===== src/rtl/fma16_issue.sv =====
// Issue front end for the combinational fma16 datapath: accepts decoded FP16
// requests, holds operands for a settle window, and returns registered responses.
module fma16_issue #(
    parameter int EXEC_CYCLES = 1,
    parameter int TAG_W       = 4
) (
    input  logic             clk,
    input  logic             reset_n,
    input  logic             req_valid,
    output logic             req_ready,
    input  logic [2:0]       req_op,
    input  logic [15:0]      req_x,
    input  logic [15:0]      req_y,
    input  logic [15:0]      req_z,
    input  logic [1:0]       req_rm,
    input  logic [TAG_W-1:0] req_tag,
    output logic [15:0]      fma_x,
    output logic [15:0]      fma_y,
    output logic [15:0]      fma_z,
    output logic             fma_mul,
    output logic             fma_add,
    output logic             fma_negr,
    output logic             fma_negz,
    output logic [1:0]       fma_roundmode,
    input  logic [15:0]      fma_result,
    input  logic [3:0]       fma_flags,
    output logic             resp_valid,
    input  logic             resp_ready,
    output logic [15:0]      resp_result,
    output logic [3:0]       resp_flags,
    output logic [TAG_W-1:0] resp_tag,
    output logic [3:0]       fflags,
    input  logic             fflags_clr,
    output logic             busy
);

    typedef enum logic [1:0] {
        S_IDLE = 2'd0,
        S_EXEC = 2'd1,
        S_RESP = 2'd2
    } state_t;

    localparam logic [3:0]  CNT_LOAD    = 4'(EXEC_CYCLES - 1);
    localparam logic [2:0]  OP_ILLEGAL  = 3'd7;
    localparam logic [15:0] CANON_NAN   = 16'h7E00;
    localparam logic [3:0]  FLAG_NV     = 4'b1000;

    // Controls are packed as {mul, add, negr, negz}.
    function automatic logic [3:0] decode_op(input logic [2:0] op);
        logic [3:0] ctrl;
        case (op)
            3'd0:    ctrl = 4'b0100;
            3'd1:    ctrl = 4'b0101;
            3'd2:    ctrl = 4'b1000;
            3'd3:    ctrl = 4'b1100;
            3'd4:    ctrl = 4'b1101;
            3'd5:    ctrl = 4'b1110;
            3'd6:    ctrl = 4'b1111;
            default: ctrl = 4'b0000;
        endcase
        return ctrl;
    endfunction

    state_t             r_state;
    state_t             w_next_state;
    logic [3:0]         r_cnt;
    logic [15:0]        r_fma_x;
    logic [15:0]        r_fma_y;
    logic [15:0]        r_fma_z;
    logic [3:0]         r_ctrl;
    logic [1:0]         r_rm;
    logic [TAG_W-1:0]   r_tag;
    logic [15:0]        r_resp_result;
    logic [3:0]         r_resp_flags;
    logic [TAG_W-1:0]   r_resp_tag;
    logic [3:0]         r_fflags;
    logic               w_req_ready;
    logic               w_accept;
    logic               w_illegal;
    logic               w_retire;
    logic               w_exec_done;

    // In RESP, acceptance is gated by the consumer so retire and issue share an edge.
    always_comb begin
        w_req_ready = 1'b0;
        case (r_state)
            S_IDLE:  w_req_ready = 1'b1;
            S_RESP:  w_req_ready = resp_ready;
            default: w_req_ready = 1'b0;
        endcase
    end

    assign w_accept    = req_valid & w_req_ready;
    assign w_illegal   = (req_op == OP_ILLEGAL);
    assign w_retire    = (r_state == S_RESP) & resp_ready;
    assign w_exec_done = (r_state == S_EXEC) && (r_cnt == 4'd0);

    always_comb begin
        w_next_state = r_state;
        case (r_state)
            S_IDLE: begin
                if (w_accept) begin
                    w_next_state = w_illegal ? S_RESP : S_EXEC;
                end else begin
                    w_next_state = S_IDLE;
                end
            end
            S_EXEC: begin
                if (w_exec_done) begin
                    w_next_state = S_RESP;
                end else begin
                    w_next_state = S_EXEC;
                end
            end
            S_RESP: begin
                if (w_accept) begin
                    w_next_state = w_illegal ? S_RESP : S_EXEC;
                end else if (w_retire) begin
                    w_next_state = S_IDLE;
                end else begin
                    w_next_state = S_RESP;
                end
            end
            default: w_next_state = S_IDLE;
        endcase
    end

    // Operands and controls move only when a legal op is accepted.
    always_ff @(posedge clk) begin
        if (!reset_n) begin
            r_state <= S_IDLE;
            r_cnt   <= 4'd0;
            r_fma_x <= 16'd0;
            r_fma_y <= 16'd0;
            r_fma_z <= 16'd0;
            r_ctrl  <= 4'd0;
            r_rm    <= 2'd0;
            r_tag   <= '0;
        end else begin
            r_state <= w_next_state;
            if (w_accept && !w_illegal) begin
                r_fma_x <= req_x;
                r_fma_y <= req_y;
                r_fma_z <= req_z;
                r_ctrl  <= decode_op(req_op);
                r_rm    <= req_rm;
                r_tag   <= req_tag;
                r_cnt   <= CNT_LOAD;
            end else if ((r_state == S_EXEC) && (r_cnt != 4'd0)) begin
                r_cnt <= r_cnt - 4'd1;
            end else begin
                r_cnt <= r_cnt;
            end
        end
    end

    // Response capture: illegal ops answer immediately, legal ops at the end of EXEC.
    always_ff @(posedge clk) begin
        if (!reset_n) begin
            r_resp_result <= 16'd0;
            r_resp_flags  <= 4'd0;
            r_resp_tag    <= '0;
        end else if (w_accept && w_illegal) begin
            r_resp_result <= CANON_NAN;
            r_resp_flags  <= FLAG_NV;
            r_resp_tag    <= req_tag;
        end else if (w_exec_done) begin
            r_resp_result <= fma_result;
            r_resp_flags  <= fma_flags;
            r_resp_tag    <= r_tag;
        end else begin
            r_resp_result <= r_resp_result;
            r_resp_flags  <= r_resp_flags;
            r_resp_tag    <= r_resp_tag;
        end
    end

    // A clear coinciding with a retire keeps only the retiring flags.
    always_ff @(posedge clk) begin
        if (!reset_n) begin
            r_fflags <= 4'd0;
        end else if (w_retire) begin
            r_fflags <= (fflags_clr ? 4'd0 : r_fflags) | r_resp_flags;
        end else if (fflags_clr) begin
            r_fflags <= 4'd0;
        end else begin
            r_fflags <= r_fflags;
        end
    end

    assign req_ready     = w_req_ready;
    assign fma_x         = r_fma_x;
    assign fma_y         = r_fma_y;
    assign fma_z         = r_fma_z;
    assign fma_mul       = r_ctrl[3];
    assign fma_add       = r_ctrl[2];
    assign fma_negr      = r_ctrl[1];
    assign fma_negz      = r_ctrl[0];
    assign fma_roundmode = r_rm;
    assign resp_valid    = (r_state == S_RESP);
    assign resp_result   = r_resp_result;
    assign resp_flags    = r_resp_flags;
    assign resp_tag      = r_resp_tag;
    assign fflags        = r_fflags;
    assign busy          = (r_state != S_IDLE);

endmodule

===== config.mk =====
export PLATFORM = sky130hd
export DESIGN_NAME = fma16_issue
export DESIGN_NICKNAME = d
export VERILOG_FILES = /design/src/rtl/fma16_issue.sv
export SDC_FILE = /design/constraint.sdc
export NUM_CORES = 1
export LEC_CHECK = 0
export BUFFER_PORTS_ARGS = -buffer_cell sky130_fd_sc_hd__buf_2
export CORE_ASPECT_RATIO = 1.75
export CORE_MARGIN = 1.5
export CORE_UTILIZATION = 30
export CTS_CLUSTER_SIZE = 30
export DETAILED_ROUTE_END_ITERATION = 10
export GPL_ROUTABILITY_DRIVEN = 0
export PLACE_DENSITY = 0.51
export SLEW_MARGIN = 15
export SYNTH_ARGS = -nofsm -noshare
export SYNTH_HDL_FRONTEND = slang
export SYNTH_SLANG_ARGS = --single-unit

===== constraint.sdc =====
create_clock -name clk -period 2.1 [get_ports clk]
set_input_delay 0.525 -clock clk [delete_from_list [all_inputs] [get_ports clk]]
set_output_delay 0.525 -clock clk [all_outputs]
set_load 0.02 [all_outputs]

* Word level (Yosys, flattened, before mapping)
Cells that the tools add are included.
Storage, ports and cells: logic and storage cells 57, input bits 82, output and inout bits 85, flip-flop bits (word level) 92
Cells by class: eq/ne operators 9, reductions and logical operators 13, mux-type cells 16, bitwise gates (word level) 4, add/subtract/negate cells 1
Operators by type and width (number):
- $mux W15 | 2
- $pmux W4 S7 | 1
- $mux W4 | 6
- $eq A3 B3 Y1 const B | 4
- $mux W2 | 5
- $eq A3 B2 Y1 const B | 2
- $pmux W2 S3 | 1
- $logic_and A1 B1 Y1 | 4
- $logic_not A4 Y1 | 1
- $or A4 B4 Y4 | 1
- $reduce_bool A2 Y1 | 2
- $reduce_bool A4 Y1 | 1
- $reduce_or A2 Y1 | 2
- $sub A4 B1 Y4 const B | 1
- $eq A3 B1 Y1 const B | 1
- $logic_not A3 Y1 | 1
- $and A1 B1 Y1 | 2
- $eq A2 B1 Y1 const B | 1
- $eq A2 B2 Y1 const B | 1
- $logic_not A2 Y1 | 1
- $pmux W1 S2 | 1
- $logic_not A1 Y1 | 1
- $not A1 Y1 | 1

* Longest topological paths before layout
Gate-level depths: netlist of run 1.
word-level depth 5, gate-level depth with buffers 7, depth with buffers taken out 5

* Worst setup path after synthesis of run 1
OpenSTA, ideal clock, no wires.
path kind input to output, start input resp_ready, end output req_ready, stages 4, path buffers 2, slack 0.244 ns, arrival 1.331 ns, cell sequence and2b_1 -> buf_4 -> buf_4 -> nor2_1
Between the ends: longest elaborated chain between the ends 1
RTL lines:
- start: declaration | line 28 | input logic resp_ready,
- $pmux W1 S2 | line 86 | case (r_state)
- end: declaration | line 10 | output logic req_ready,
Every way passes these cells.

* Worst setup path in the final report of run 1
start register r_state[1], end output req_ready
Between the ends: longest elaborated chain between the ends 2, elaborated cells between the ends (all ways) 3, classes of those cells eq/ne: 1; mux: 1; reduce/logical: 1
RTL lines:
- start: declaration | line 64 | state_t r_state;
- start signal: assignment | line 140 | r_state <= w_next_state;
- $eq A2 B2 Y1 / $logic_not A2 Y1 (equally long branches) | line 86
- $pmux W1 S2 * | line 86
Mark *: on every way between the ends. The rest lies on a longest branch, timed or not.

==> impl_metrics.csv, run 1 <==
group,metric,value,unit
worst_setup_path,path_max_fanout,8,
power_and_ir_drop,p_clk_share,41.7,%
sta,setup-tns-final,0,ns
finish,syn_to_final_growth,31.9,%
logic_synthesis,synthTopCellsByCount,"dfxtp_1, a21oi_1, o31ai_1",
logic_synthesis,synthArstFlopShare,0,%
cts,cts.reportedPaths.clkPinSlew,0.07,ns
logic_synthesis,synth_edf_count,0,
cts,cts_setup_buffers,0,
die,die-area,14200,µm²
die,die_x,90.6,µm
logic_synthesis,syn-num-nets,549,
route,dr.pass1.iters,4,
worst_setup_path,crit_slowest_cell,"dfxtp_1",
power_and_ir_drop,combPwrFrac,15.8,%
global_route,first_global_vias,4030,
logic_synthesis,synth_flop_cell,"dfxtp_1",
hold_path,hold_path_class,"input pin to flop",
die,core_area,13000,µm²
logic_synthesis,synthTopCellsByArea,"dfxtp_1, o31ai_1, a21oi_1, nand4_1, buf_2",
sta,post-route-period-util,90.3,%
logic_synthesis,synth.avg_cell_area,8.66,µm²
worst_setup_path,crit_arrival,1.37,ns
status,status,"completed",
worst_setup_path,r2r-end,"resp_result[11]",
route,vias,4160,
sta,setup_viol,0,
worst_setup_path,r2r-start,"r_cnt[0]",
sta,hold_ws,0.430,ns
global_route,grtUsageTotal,17.9,%
sta,setup_slack,0.205,ns
global_route,antenna_found_initial,1,
hold_path,hold_depth,3,
logic_synthesis,ys_ff_latch,92,
cts,clock-sinks,92,
logic_synthesis,yosys_warnings,0,
worst_setup_path,crit_buf_inv,1,
route,routed_wl,13.0,mm
worst_setup_path,crit_chain,"and2b_2, nor2_1, buf_2",
power_and_ir_drop,power.internal,3.28,mW
logic_synthesis,yosysSeqAreaShare,45.7,%
placement,io_buffers,166,
finish,layout-drive-gt1-share,35.8,%
sta,final_max_slew_viol_count,0,
route,routed_via_density,5.36,
placement,placed_area,4960,µm²
worst_setup_path,end_kind,"output pin",
cts,cts.path.max_buffers,2,
power_and_ir_drop,sw_frac_of_total,27.1,%
sta,period_needed,1.90,ns
logic_synthesis,synth_top_area_share,45.7,%
cts,holdBufCountCts,0,
finish,ff_latch_area,1840,µm²
worst_setup_path,r2r_setup_slack,0.30,ns
placement,dp_slack,0.245,ns
route,drc,0,
worst_setup_path,required,1.57,ns
sta,fmax,528,MHz
placement,hpwlAfterDp,9.07,mm
hold_path,hold_end,"resp_result[8]",
power_and_ir_drop,power.density,848,nW/µm²
die,start_util,31.0,%
power_and_ir_drop,leakage,2.31,nW
logic_synthesis,yosysUniqueCellTypes,38,
finish,final_cells,776,
finish,nets,683,
logic_synthesis,synthesis.area,4030,µm²
cts,cts_tree,"built",
route,drtIter0Drc,172,
power_and_ir_drop,p_sw,1.22,mW
logic_synthesis,synth_top_area_cell,"dfxtp_1",
run,drv_cap,0,
sta,finClkSkew,0.00803,ns
global_route,grt_pass1_wl,20.6,mm
sta,worstMarginPinSlew,0.513,ns
cts,clk_latency,0.34,ns
worst_setup_path,critical-path-max-stage-delay,0.38,ns
worst_setup_path,worst_r2r_path_depth,6,
cts,htreeDepth,3,
route,post_drt_wl_per_cell,16.7,µm
die,die_h,156,µm
cts,ctsRootBufferMaster,"clkbuf_16",
global_route,grt_start_max_net_pins,71,
worst_setup_path,start_kind,"flop",
die,rows,55,
finish,fillers,1336,
placement,place_inst,759,
sta,slew_headroom,65.7,%
finish,final_area,5310,µm²
finish,multi_input_area,1880,µm²
cts,cts_resized,0,
hold_path,hp-start,"fma_result[8]",
logic_synthesis,syn_inst,465,
die,boundaryPins,167,
worst_setup_path,critPathTopFamily,"simple AND/OR/NAND/NOR gates",
cts,cts_buffers,9,
global_route,grt-ovfl-total,0,
logic_synthesis,synth_most_common_cell,"dfxtp_1",
sta,finalHoldViolations,0,
route,postRouteAntennaNets,0,
power_and_ir_drop,pwr-share-seq,42.5,%
worst_setup_path,crit_type,"flop to output pin",
power_and_ir_drop,ir_drop,0.420,mV
sta,grt_setup_unrepaired,"false",
[worst max-delay path by stage]
stage	startpoint	cells past startpoint	slack, ns	to
3_5_place_dp	req_op[1]	4	0.24	resp_result[9]
2_1_floorplan	resp_ready	4	0.24	req_ready
3_3_place_gp	req_op[1]	4	0.26	resp_tag[1]
4_1_cts	r_state[1]	3	0.20	req_ready
6_report	r_state[1]	3	0.20	req_ready
5_1_grt	r_state[1]	3	0.15	req_ready
[cells in the final DEF (no fill, tap or decap), types with 2 or more instances in the layout]
cell type and n:
o31ai_1 56, buf_2 166, clkbuf_16 9, nand4_1 54, buf_12 2, o41ai_1 5, a31oi_1 13, nand3_1 27
inv_6 2, buf_4 19, ha_1 2, nor2_1 8, or4_1 2, bufinv_16 3, nor3_1 3, dfxtp_1 92
o21ai_0 27, nor2b_1 6, nand2b_2 3, a21oi_1 77, o31ai_2 2, inv_1 3, o21a_1 2
[area by class of cell]
class / count / share of cell area (%)
multi-input cells: 305 / 35.3
flip-flops and latches: 92 / 34.7
repair buffers: 187 / 19.1
clock buffers: 9 / 4.24
well taps: 171 / 4.03
clock inverters: 7 / 2.29
inverters: 4 / 0.283
diodes: 1 / 0.0471
[power by group through the flow]
stage	clock, mW	sequential, mW	combinational (mW)
2_1_floorplan	0	2.06	0.327
3_3_place_gp	0	1.95	0.707
3_5_place_dp	0	1.95	0.714
4_1_cts	1.93	1.91	0.716
5_1_grt	1.98	1.93	0.774
6_report	1.88	1.91	0.713
[through the flow]
stage	total power, mW	utilization, %
5_1_grt	4.68	40.8
3_3_place_gp	2.66	38.1
4_1_cts	4.56	40.8
2_1_floorplan	2.39	-
6_report	4.51	40.8
3_5_place_dp	2.67	38.1
[sequential cells by signal, indices dropped and copies added, names as in the netlist, 16 cells and up]
name	cells
resp_result	16
fma_y	16
fma_z	16
fma_x	16
[per-layer routing]
layer	GRT usage [%]	vias to the layer above	part of all wire, %
met3	3.30	19	5.9
met4	8.39	0	2.5
li1	-	2040	-
met2	30.5	157	51
met5	0	-	0
met1	21.6	1944	41
[cell families (layout without fill, tap and decap cells)]
| kind of cell | count (synthesis) | count (layout) | share of synthesized area (%) |
|---|---|---|---|
| flops | 92 | 92 | 45.7 |
| buf+inv | 68 | 207 | 8.20 |
| other cells | 0 | 1 | 0 |
| simple gates | 117 | 117 | 17.2 |
| fa+ha+maj | 2 | 2 | 0.621 |
| compound gates | 186 | 186 | 28.3 |
[worst register-to-register path: stages, from the launching register on]
cell	delay [ns]
dfxtp_1	0.34
inv_1	0.11
ha_1	0.21
or3b_1	0.50
buf_4	0.25
o21ai_0	0.17
a31oi_1	0.10
Note: power is estimated with default switching activity, not from simulation.
==> run 2, diff against run 1 <==
--- a/config.mk
+++ b/config.mk
@@ -5,7 +5,7 @@
 export SDC_FILE = /design/constraint.sdc
 export NUM_CORES = 1
 export LEC_CHECK = 0
-export BUFFER_PORTS_ARGS = -buffer_cell sky130_fd_sc_hd__buf_2
+export BUFFER_PORTS_ARGS = -buffer_cell sky130_fd_sc_hd__buf_4
 export CORE_ASPECT_RATIO = 1.75
 export CORE_MARGIN = 1.5
 export CORE_UTILIZATION = 30
==> constraint.sdc (replaced) <==
create_clock -name clk -period 2.1 [get_ports clk]
set_input_delay 0.105 -clock clk [delete_from_list [all_inputs] [get_ports clk]]
set_output_delay 0.105 -clock clk [all_outputs]
set_load 0.02 [all_outputs]
==> run 2 against run 1 <==
Against the previous run: flip-flop and latch count stayed put; via count rose by 1.2%; critical path depth rose by 3; setup slack better by 0.14 ns.
==> impl_metrics.csv, run 2 (synthesis gave the netlist of run 1 again) <==
group,metric,value,unit
status,status,"completed",
route,routed_wl,13.5,mm
cts,clk_latency,0.34,ns
hold_path,hold_depth,3,
global_route,grt_start_max_net_pins,58,
global_route,grt-ovfl-total,0,
sta,post-route-period-util,83.7,%
finish,final_area,5640,µm²
cts,cts.reportedPaths.clkPinSlew,0.07,ns
route,dr.pass1.iters,4,
worst_setup_path,end_kind,"flop",
cts,cts.path.max_buffers,2,
worst_setup_path,start_kind,"flop",
power_and_ir_drop,power.density,755,nW/µm²
worst_setup_path,required,2.30,ns
cts,cts_resized,0,
finish,nets,681,
die,boundaryPins,167,
route,post_drt_wl_per_cell,17.4,µm
placement,hpwlAfterDp,9.29,mm
route,drtIter0Drc,156,
sta,worstMarginPinSlew,0.576,ns
sta,setup-tns-final,0,ns
route,routed_via_density,5.45,
global_route,antenna_found_initial,0,
die,die_x,90.6,µm
sta,period_needed,1.76,ns
run,drv_cap,0,
cts,ctsRootBufferMaster,"clkbuf_16",
power_and_ir_drop,leakage,2.34,nW
die,die-area,14200,µm²
die,die_h,156,µm
power_and_ir_drop,ir_drop,0.376,mV
die,rows,55,
finish,layout-drive-gt1-share,35.2,%
finish,antenna_cells,0,
hold_path,hold_path_class,"input pin to flop",
die,core_area,13000,µm²
sta,finalHoldViolations,0,
route,vias,4209,
global_route,grt_pass1_wl,21.5,mm
finish,final_cell_mix,"buf_4, dfxtp_1, a21oi_1",
global_route,grtUsageTotal,18.8,%
sta,grt_setup_unrepaired,"false",
worst_setup_path,path_max_fanout,21,
route,postRouteAntennaNets,0,
finish,syn_to_final_growth,40.2,%
route,drc,0,
cts,cts_buffers,9,
sta,slew_headroom,61.5,%
cts,clock-sinks,92,
sta,finClkSkew,0.00692,ns
placement,io_buffers,166,
finish,fillers,1335,
worst_setup_path,worst_r2r_path_depth,6,
sta,final_max_slew_viol_count,0,
cts,htreeDepth,3,
sta,fmax,569,MHz
cts,cts_tree,"built",
worst_setup_path,crit_type,"flop to flop",
worst_setup_path,crit_arrival,1.95,ns
sta,setup_viol,0,
sta,hold_ws,0.0198,ns
placement,placed_area,5350,µm²
finish,layout_commonest_cell,"buf_4",
die,start_util,31.0,%
global_route,first_global_vias,4132,
run 2: path summary, 6_finish.rpt:
check | from | slack [ns] | end
worst max-delay path | r_cnt[0] | 0.34 | resp_result[14]
worst min register to register | fma_x[4] | 0.47 | fma_x[4]
worst max register to register | r_cnt[0] | 0.34 | resp_result[14]
worst min-delay path | req_x[10] | 0.02 | fma_x[10]
run 2: power by group:
part           internal, mW  switching, mW
registers              1.85         0.0642
clock network         0.838          0.701
logic                 0.353          0.456
total                  3.04           1.22
run 2: critical path: stages, from the launching register on:
cell and delay, ns:
dfxtp_1 0.34, inv_1 0.11, ha_1 0.19, or3b_1 0.46
buf_4 0.25, o21ai_0 0.16, a31oi_1 0.11
run 2: metrics by stage:
stage	worst slack (ns)	utilization, %	instances	power [mW]
2_1_floorplan	0.519	-	465	2.39
3_3_place_gp	0.404	41.2	756	2.76
3_5_place_dp	0.349	41.2	756	2.77
4_1_cts	0.336	43.4	773	4.31
5_1_grt	0.202	43.4	773	4.45
6_report	0.342	43.4	773	4.26
run 2: per-layer routing:
| metal | vias to the layer above | wire (µm) | global-route usage (%) |
|---|---|---|---|
| met5 | - | 0 | 0 |
| met4 | 0 | 364 | 8.92 |
| met3 | 22 | 749 | 3.21 |
| met2 | 144 | 6860 | 33.2 |
| met1 | 2010 | 5500 | 21.8 |
| li1 | 2033 | - | - |
run 2: what timing repair did:
action	4_1_cts	5_1_grt
setup buffers	0	0
hold endpoints to repair	1	0
hold buffers	1	0
run 2: final cells by class:
| type | instances | area (µm²) | share of cell area, % |
|---|---|---|---|
| multi-input combinational | 305 | 1880 | 33.3 |
| sequential | 92 | 1840 | 32.6 |
| timing repair buffer | 185 | 1420 | 25.1 |
| clock buffer | 11 | 243 | 4.30 |
| tap | 171 | 214 | 3.79 |
| clock inverter | 5 | 37.5 | 0.665 |
| inverter | 4 | 15.0 | 0.266 |
==> run 3, diff against run 2 <==
==> constraint.sdc (replaced) <==
create_clock -name clk -period 1.7 [get_ports clk]
set_input_delay 0.085 -clock clk [delete_from_list [all_inputs] [get_ports clk]]
set_output_delay 0.085 -clock clk [all_outputs]
set_load 0.02 [all_outputs]
==> run 3 against run 2 <==
Against the previous run: global-route usage grew 0.43 points; critical path depth is the same; setup slack worse by 0.22 ns; via count grew 4.0%; largest cell class unchanged.
==> impl_metrics.csv, run 3 (synthesis gave the netlist of run 1 again) <==
group,metric,value,unit
sta,setup_viol,0,
power_and_ir_drop,ir_drop,0.428,mV
sta,final_max_slew_viol_count,0,
die,boundaryPins,167,
worst_setup_path,crit_arrival,1.81,ns
finish,layout-drive-gt1-share,34.2,%
cts,ctsRootBufferMaster,"clkbuf_16",
cts,cts_setup_buffers,0,
route,drtIter0Drc,181,
sta,finClkSkew,0.00478,ns
finish,antenna_cells,0,
worst_setup_path,start_kind,"flop",
global_route,grt-ovfl-total,0,
power_and_ir_drop,power.density,896,nW/µm²
cts,htreeDepth,3,
worst_setup_path,crit_slowest_cell,"or3b_4",
route,post_drt_wl_per_cell,16.9,µm
power_and_ir_drop,p_sw,1.51,mW
power_and_ir_drop,p_clk_share,36.5,%
finish,fillers,1274,
cts,cts.path.max_buffers,2,
route,vias,4379,
cts,cts_buffers,9,
sta,slew_headroom,62.9,%
status,status,"completed",
finish,nets,717,
worst_setup_path,critical-path-max-stage-delay,0.39,ns
power_and_ir_drop,sw_frac_of_total,27.8,%
sta,fmax,632,MHz
cts,clock-sinks,92,
finish,layout_commonest_cell,"buf_4",
route,dr.pass1.iters,4,
global_route,grt_start_max_net_pins,71,
finish,ff_latch_area,1840,µm²
worst_setup_path,crit_type,"flop to flop",
worst_setup_path,crit_chain,"inv_1, ha_2, or3b_4, buf_4, o21ai_0, a21oi_1",
worst_setup_path,critPathTopFamily,"simple AND/OR/NAND/NOR gates",
worst_setup_path,crit_buf_inv,2,
power_and_ir_drop,leakage,2.52,nW
route,drc,0,
worst_setup_path,path_max_fanout,14,
sta,period_needed,1.58,ns
route,postRouteAntennaNets,0,
global_route,grtUsageTotal,19.2,%
finish,final_cells,808,
worst_setup_path,end_kind,"flop",
worst_setup_path,required,1.93,ns
finish,syn_to_final_growth,50.6,%
cts,cts.reportedPaths.clkPinSlew,0.06,ns
placement,io_buffers,166,
global_route,antenna_found_initial,0,
sta,worstMarginPinSlew,0.556,ns
route,routed_wl,13.7,mm
power_and_ir_drop,power.internal,3.92,mW
hold_path,hold_path_class,"input pin to flop",
finish,final_cell_mix,"buf_4, dfxtp_1, a21oi_1",
cts,cts_tree,"built",
route,routed_via_density,5.42,
die,die-area,14200,µm²
global_route,grt_pass1_wl,22.0,mm
power_and_ir_drop,combPwrFrac,19.9,%
power_and_ir_drop,power,5.43,mW
run,drv_cap,0,
sta,finalHoldViolations,0,
global_route,first_global_vias,4301,
placement,place_inst,759,
die,rows,55,
die,die_x,90.6,µm
die,start_util,31.0,%
sta,post-route-period-util,93.1,%
power_and_ir_drop,pwr-share-seq,43.6,%
placement,hpwlAfterDp,9.27,mm
die,core_area,13000,µm²
cts,clk_latency,0.34,ns
finish,multi_input_area,1880,µm²
die,die_h,156,µm
[run 3: worst paths after layout]
check	from	endpoint	slack (ns)	depth (start not counted)
worst max-delay path	r_cnt[1]	resp_flags[1]	0.12	6
worst min-delay path	req_x[0]	fma_x[0]	0.009	3
worst max register to register	r_cnt[1]	resp_flags[1]	0.12	6
worst min register to register	fma_y[6]	fma_y[6]	0.47	2
[run 3: timing repair]
action / 4_1_cts / 5_1_grt
endpoints found under the hold margin: 33 / 1
gates resized for setup: 0 / 9
hold buffers: 33 / 1
endpoints found under the setup margin: 0 / 24
[run 3: power groups by stage]
stage / logic (mW) / registers [mW] / clock network, mW
after floorplan: 0.404 / 2.55 / 0
after global placement: 1.01 / 2.41 / 0
after detailed placement: 1.02 / 2.42 / 0
after CTS: 1.09 / 2.37 / 2.04
after global routing: 1.17 / 2.39 / 2.14
final: 1.08 / 2.37 / 1.98
[run 3: metrics by stage]
step	utilization [%]	TNS, ns	hold slack (ns)	worst slack (ns)	instance area, µm²
finish	46.6	0	0.00940	0.117	6060
global route	46.6	-0.000822	0.0128	-0.000822	6060
CTS	46.5	0	0.000284	0.0192	6050
detailed placement	41.7	0	0.339	0.0655	5430
global placement	41.7	0	0.331	0.113	5430
floorplan	-	0	0.195	0.119	4030
[run 3: per-layer routing]
metal | vias to the layer above | routed length, µm | global-route usage, %
met5 | - | 0 | 0
met4 | 0 | 342 | 8.62
met3 | 23 | 713 | 3.64
met2 | 149 | 6960 | 32.7
met1 | 2096 | 5670 | 23.3
li1 | 2111 | - | -
[run 3: worst min-delay path, cell delays in order]
cell and delay (ns):
buf_4 0.11, nand4_1 0.06, a21oi_1 0.05
[run 3: layout make-up]
| class | instances | area share, % |
|---|---|---|
| clock buffer | 9 | 3.71 |
| clock inverter | 6 | 1.07 |
| inverter | 4 | 0.248 |
| multi-input combinational | 305 | 31.1 |
| sequential | 92 | 30.4 |
| tap | 171 | 3.53 |
| timing repair buffer | 221 | 30.0 |
